### src/rtl/decode_stage.sv
// decode_stage: instruction decode for a MIPS-subset pipeline.
//   Holds the architectural register file (r0 hardwired to zero), decodes the
//   instruction handed over by fetch and registers an ID/EX bundle.
// Ports:
//   clk, reset                 rising-edge clock, async active-high reset
//   if_instruction/if_pc/      fetched instruction, its PC and valid
//   if_valid
//   stall                      hold ID/EX bundle (id_ready = ~stall)
//   flush                      load a bubble (wins over stall)
//   wb_en/wb_addr/wb_data      register file write port, bypassed to reads
//   ex_*                       registered decoded fields, operands, controls
module decode_stage #(
  parameter int DATA_W = 32,
  parameter int NREGS  = 32,
  localparam int AW    = $clog2(NREGS)
) (
  input  logic              clk,
  input  logic              reset,
  input  logic [31:0]       if_instruction,
  input  logic [DATA_W-1:0] if_pc,
  input  logic              if_valid,
  input  logic              stall,
  input  logic              flush,
  input  logic              wb_en,
  input  logic [AW-1:0]     wb_addr,
  input  logic [DATA_W-1:0] wb_data,
  output logic              id_ready,
  output logic              ex_valid,
  output logic [DATA_W-1:0] ex_pc,
  output logic [5:0]        ex_opcode,
  output logic [5:0]        ex_funct,
  output logic [AW-1:0]     ex_rs,
  output logic [AW-1:0]     ex_rt,
  output logic [AW-1:0]     ex_dest,
  output logic [4:0]        ex_shamt,
  output logic [DATA_W-1:0] ex_rs_data,
  output logic [DATA_W-1:0] ex_rt_data,
  output logic [DATA_W-1:0] ex_imm,
  output logic              ex_reg_write,
  output logic              ex_mem_read,
  output logic              ex_mem_write,
  output logic              ex_branch,
  output logic              ex_jump,
  output logic              ex_illegal
);

  localparam logic [5:0] OP_R = 6'h00, OP_J = 6'h02, OP_JAL = 6'h03,
                         OP_BEQ = 6'h04, OP_BNE = 6'h05, OP_ADDI = 6'h08,
                         OP_ADDIU = 6'h09, OP_ANDI = 6'h0C, OP_ORI = 6'h0D,
                         OP_LUI = 6'h0F, OP_LW = 6'h23, OP_SW = 6'h2B;
  localparam logic [5:0] FN_SLL = 6'h00, FN_SRL = 6'h02, FN_JR = 6'h08,
                         FN_ADD = 6'h20, FN_SUB = 6'h22, FN_AND = 6'h24,
                         FN_OR = 6'h25, FN_SLT = 6'h2A;

  typedef struct packed {
    logic              valid;
    logic [DATA_W-1:0] pc;
    logic [5:0]        opcode;
    logic [5:0]        funct;
    logic [AW-1:0]     rs;
    logic [AW-1:0]     rt;
    logic [AW-1:0]     dest;
    logic [4:0]        shamt;
    logic [DATA_W-1:0] rs_data;
    logic [DATA_W-1:0] rt_data;
    logic [DATA_W-1:0] imm;
    logic              reg_write;
    logic              mem_read;
    logic              mem_write;
    logic              branch;
    logic              jump;
    logic              illegal;
  } idex_t;

  // ---------------------------------------------------------------- fields
  logic [5:0]    op, fn;
  logic [AW-1:0] rs, rt, rd;
  logic [4:0]    shamt;
  logic [15:0]   imm16;
  logic [25:0]   target;

  assign op     = if_instruction[31:26];
  assign rs     = if_instruction[25:21];
  assign rt     = if_instruction[20:16];
  assign rd     = if_instruction[15:11];
  assign shamt  = if_instruction[10:6];
  assign fn     = if_instruction[5:0];
  assign imm16  = if_instruction[15:0];
  assign target = if_instruction[25:0];

  // ---------------------------------------------------------- register file
  logic [DATA_W-1:0] regs [NREGS];

  always_ff @(posedge clk or posedge reset) begin
    if (reset) begin
      for (int i = 0; i < NREGS; i++) regs[i] <= '0;
    end else if (wb_en && wb_addr != '0) begin
      regs[wb_addr] <= wb_data;
    end
  end

  // Same-cycle writeback is forwarded so the captured operand is never stale.
  logic [DATA_W-1:0] rs_val, rt_val;
  always_comb begin
    rs_val = '0;
    rt_val = '0;
    if (rs != '0) rs_val = (wb_en && wb_addr == rs) ? wb_data : regs[rs];
    if (rt != '0) rt_val = (wb_en && wb_addr == rt) ? wb_data : regs[rt];
  end

  // Upper nibble of pc+4 for the jump region: it only moves when the add of 4
  // carries out of bit 27, i.e. when pc[27:2] is all ones.
  logic [3:0] pc4_hi;
  assign pc4_hi = if_pc[31:28] + {3'b000, &if_pc[27:2]};

  // ----------------------------------------------------------------- decode
  idex_t dec;
  always_comb begin
    dec           = '0;
    dec.valid     = 1'b1;
    dec.pc        = if_pc;
    dec.opcode    = op;
    dec.funct     = fn;
    dec.rs        = rs;
    dec.rt        = rt;
    dec.shamt     = shamt;
    dec.rs_data   = rs_val;
    dec.rt_data   = rt_val;
    unique case (op)
      OP_R: begin
        unique case (fn)
          FN_ADD, FN_SUB, FN_AND, FN_OR, FN_SLT: begin
            dec.dest      = rd;
            dec.reg_write = 1'b1;
          end
          FN_SLL, FN_SRL: begin
            dec.dest      = rd;
            dec.reg_write = 1'b1;
            dec.imm       = {{(DATA_W-5){1'b0}}, shamt};
          end
          FN_JR: begin
            dec.dest = rd;
            dec.jump = 1'b1;
          end
          default: dec.illegal = 1'b1;
        endcase
      end
      OP_ADDI, OP_ADDIU: begin
        dec.dest      = rt;
        dec.reg_write = 1'b1;
        dec.imm       = {{(DATA_W-16){imm16[15]}}, imm16};
      end
      OP_ANDI, OP_ORI: begin
        dec.dest      = rt;
        dec.reg_write = 1'b1;
        dec.imm       = {{(DATA_W-16){1'b0}}, imm16};
      end
      OP_LUI: begin
        dec.dest      = rt;
        dec.reg_write = 1'b1;
        dec.imm       = {imm16, {(DATA_W-16){1'b0}}};
      end
      OP_LW: begin
        dec.dest      = rt;
        dec.reg_write = 1'b1;
        dec.mem_read  = 1'b1;
        dec.imm       = {{(DATA_W-16){imm16[15]}}, imm16};
      end
      OP_SW: begin
        dec.mem_write = 1'b1;
        dec.imm       = {{(DATA_W-16){imm16[15]}}, imm16};
      end
      OP_BEQ, OP_BNE: begin
        dec.branch = 1'b1;
        dec.imm    = {{(DATA_W-16){imm16[15]}}, imm16};
      end
      OP_J: begin
        dec.jump = 1'b1;
        dec.imm  = {pc4_hi, target, 2'b00};
      end
      OP_JAL: begin
        dec.jump      = 1'b1;
        dec.reg_write = 1'b1;
        dec.dest      = AW'(31);
        dec.imm       = {pc4_hi, target, 2'b00};
      end
      default: dec.illegal = 1'b1;
    endcase
  end

  // ---------------------------------------------------------- ID/EX bundle
  idex_t ex_q;
  always_ff @(posedge clk or posedge reset) begin
    if (reset)          ex_q <= '0;
    else if (flush)     ex_q <= '0;
    else if (stall)     ex_q <= ex_q;
    else if (!if_valid) ex_q <= '0;
    else                ex_q <= dec;
  end

  assign id_ready     = ~stall;
  assign ex_valid     = ex_q.valid;
  assign ex_pc        = ex_q.pc;
  assign ex_opcode    = ex_q.opcode;
  assign ex_funct     = ex_q.funct;
  assign ex_rs        = ex_q.rs;
  assign ex_rt        = ex_q.rt;
  assign ex_dest      = ex_q.dest;
  assign ex_shamt     = ex_q.shamt;
  assign ex_rs_data   = ex_q.rs_data;
  assign ex_rt_data   = ex_q.rt_data;
  assign ex_imm       = ex_q.imm;
  assign ex_reg_write = ex_q.reg_write;
  assign ex_mem_read  = ex_q.mem_read;
  assign ex_mem_write = ex_q.mem_write;
  assign ex_branch    = ex_q.branch;
  assign ex_jump      = ex_q.jump;
  assign ex_illegal   = ex_q.illegal;

endmodule

### config.mk
export PLATFORM = sky130hd
export DESIGN_NAME = decode_stage
export DESIGN_NICKNAME = d
export VERILOG_FILES = /design/src/rtl/decode_stage.sv
export SDC_FILE = /design/constraint.sdc
export NUM_CORES = 2
export LEC_CHECK = 0
export CAP_MARGIN = 20
export CORE_MARGIN = 1.5
export CORE_UTILIZATION = 35
export DETAILED_ROUTE_END_ITERATION = 6
export DONT_BUFFER_PORTS = 1
export PLACE_DENSITY = 0.57
export REMOVE_ABC_BUFFERS = 1
export SYNTH_ARGS = -nofsm -noshare
export SYNTH_HDL_FRONTEND = slang
export SYNTH_SLANG_ARGS = --single-unit
### constraint.sdc
create_clock -name clk -period 70.5 [get_ports clk]
set_clock_uncertainty 0.05 [all_clocks]
set_input_delay 14.1 -clock clk [delete_from_list [all_inputs] [get_ports clk]]
set_output_delay 14.1 -clock clk [all_outputs]
set_load 0.05 [all_outputs]
==> impl_metrics.toml <==
[run_status]
status = "finished clean"

[sta]
rsz0062_at_grt = "no"
worst-slew-pin-transition_ns = 1.39
fmaxAchievable_mhz = 34.9
slew-limit-headroom_pct = 7.53
hold_viol = 0
slew_violations = 0
setup_viol = 0
fin_tns_setup_ns = 0
period_share_pct = 40.6
min_period_ns = 28.64

[placed_design]
dpl-instance-area_um2 = 62900
hpwl_mm = 105
io_buffer_count = 0
place_inst = 6098
gp_routability_congestion = 0.803

[worst_setup_path]
crit_type = "input port to primary output"
slowest_stage = "inv_1"
critPathTopFamily = "buffers and inverters"
path_cells = "inv_1"
endpoint_kind = "primary output"
crit_start = "stall"
required_ns = 56.35
startpoint_type = "input port"
worst_r2r_startpoint = "regs[771]"
cpPeakStageDelay_ns = 0.39
worstPathMaxFanout = 3
arrival_ns = 14.49
path_buf_inv = 1

[power]
p_total_w = 0.00191
internal_power_w = 0.00142
pwr-share-seq_pct = 46.7
p_sw_w = 0.000487
power_density_nw_per_um2 = 28.3
power.share.switching_pct = 25.6
p_leak_nw = 28.3
ir_drop_mv = 0.0242
comb_power_share_pct = 16.0
p_clk_share_pct = 37.3

[yosys]
synth.top_cell.area_share_pct = 48.6
syn_avg_cell_area_um2 = 14.7
yosys-top-cells-count = "dfrtp_1 (1191), mux2_2 (1069), mux4_2 (483)"
yosysWarningCount = 0
synth_edf_count = 0
synthMostInstantiatedCell = "dfrtp_1"
netlist_top_cells_area = "dfrtp_1 (49%), mux2_2 (20%), mux4_2 (18%), clkbuf_1 (1.5%), o22ai_1 (1.1%)"
syn_inst = 4161
async_reset_ff_share_pct = 100
synth_top_area_cell = "dfrtp_1"
yosysUniqueCellTypes = 67
seq_area_frac_synth_pct = 48.6
syn_area_um2 = 61400
ys_ff_latch = 1191
ys.flop_type = "dfrtp_1"

[drt]
routed_wl_mm = 198
wl_per_cell_um = 31.2
vias_per_cell = 6.06
vias = 38400
drt-initial-drc-count = 3309
drt-pass1-iter-count = 5
ant_nets = 0
drc = 0

[final_layout]
finalInstanceArea_um2 = 67400
diodes = 0
final_layout_size_suffix_gt1_share_pct = 47.3
fin_cells = 6333
fin_nets = 4017
final_util_pct = 38.7
area_growth_pct = 9.81

[clock_network]
insertion_delay_ns = 0.79
post_cts_buffers = 0
clock-root-buffer = "clkbuf_16"
cts_tree = "built"
h-tree-depth = 4
clockBufferDepth = 3
cts_made_buffers = 132
path_clk_slew_ns = 0.06
post_cts_resized = 0
clock_sinks = 1191
cts_hold_buf = 0

[global_routing]
overflow = 0
grt_pass1_wl_mm = 289
antenna_found_initial = 2
gr-usage-all-layers_pct = 22.1
grt_start_max_net_pins = 287
first_global_vias = 39800

[floorplanning]
placement_rows = 153
fp.dieW_um = 422
ios = 275
dieArea_um2 = 178000
die_h_um = 422
start_util_pct = 35.3
coreArea_um2 = 174000

[min_path]
min_from = "regs[1019]"
hold_class = "register to register"

[job]
maxCapViolCount = 0
-- layout by cell type (no fill, tap or decap), types with 10 or more instances in the layout --
cell and instances:
nor2_4 17, nand2_2 18, nor2b_1 55, mux2_1 30
a221o_1 44, o22ai_1 105, a22o_1 59, nor2_1 33
nand2b_1 13, nor3_1 25, dfrtp_1 1191, nand3_1 10
clkinv_2 21, nand2_1 94, a22oi_1 38, a221oi_1 21
a211oi_1 61, buf_4 70, mux4_2 483, o21ai_0 45
clkbuf_8 33, mux2i_1 61, clkbuf_1 26, clkbuf_16 136
a2111oi_0 11, nor4_1 45, o21ai_1 43, mux2_2 1069
-- logic make-up (layout without fill, tap and decap cells) --
logic type	count (synthesis)	after routing	share of synthesized area (%)
xor+xnor	13	13	0.186
mux	1643	1643	38.9
compound gates	476	476	5.71
buf+inv	465	312	3.44
fa+ha+maj	2	2	0.0408
flops	1191	1191	48.6
simple gates	371	371	3.17
-- metrics by stage --
| step | hold slack (ns) | setup slack (ns) |
|---|---|---|
| 2_1_floorplan | 0.312 | 22.80 |
| 3_3_place_gp | 0.326 | 41.86 |
| 3_5_place_dp | 0.332 | 41.86 |
| 4_1_cts | 0.346 | 41.86 |
| 5_1_grt | 0.353 | 41.85 |
| 6_report | 0.342 | 41.86 |
-- metal layers --
metal  vias to the layer above  wire length [um]  global-route usage [%]  share of wire [%]
met5                         -                13                       0             0.0066
met4                         2              6570                    7.89                3.3
met3                       290             12500                    4.54                6.3
met2                      1303             96200                    36.2                 49
met1                     21200             82400                    28.9                 42
li1                      15600                 -                       -                  -
-- state kept, by name (all words and copies together), names as in the netlist, 5 cells and up --
register	count
ex_rt_data	32
ex_dest	5
ex_rt	5
ex_shamt	5
ex_imm	32
ex_pc	32
ex_rs	5
ex_funct	6
ex_opcode	6
regs	1024
ex_rs_data	32
-- final timing paths --
check	endpoint	slack [ns]	depth (start not counted)
min in group asynchronous	ex_funct[2]	13.21	1
worst min-delay path	regs[1019]	0.34	0
worst max-delay path	id_ready	41.86	1
worst max register to register	ex_rt_data[3]	68.38	5
max in group asynchronous	regs[894]	52.70	6
worst min register to register	regs[1019]	0.34	0
-- power groups by stage --
stage          Sequential, W  Combinational [W]  Clock, W
2_1_floorplan       0.000876           0.000259         0
3_3_place_gp        0.000893           0.000299         0
3_5_place_dp        0.000901           0.000306         0
4_1_cts             0.000889           0.000307  0.000724
5_1_grt             0.000906           0.000327  0.000753
6_report            0.000891           0.000305  0.000710
-- final cells by class --
cell class / instances / area [um2]
well taps: 2325 / 2910
clock inverters: 39 / 462
repair buffers: 72 / 573
clock buffers: 195 / 3960
inverters: 6 / 30.0
multi-input cells: 2505 / 29700
fillers: 16200 / 107000
flip-flops and latches: 1191 / 29800
(Power assumes the default switching activity.)
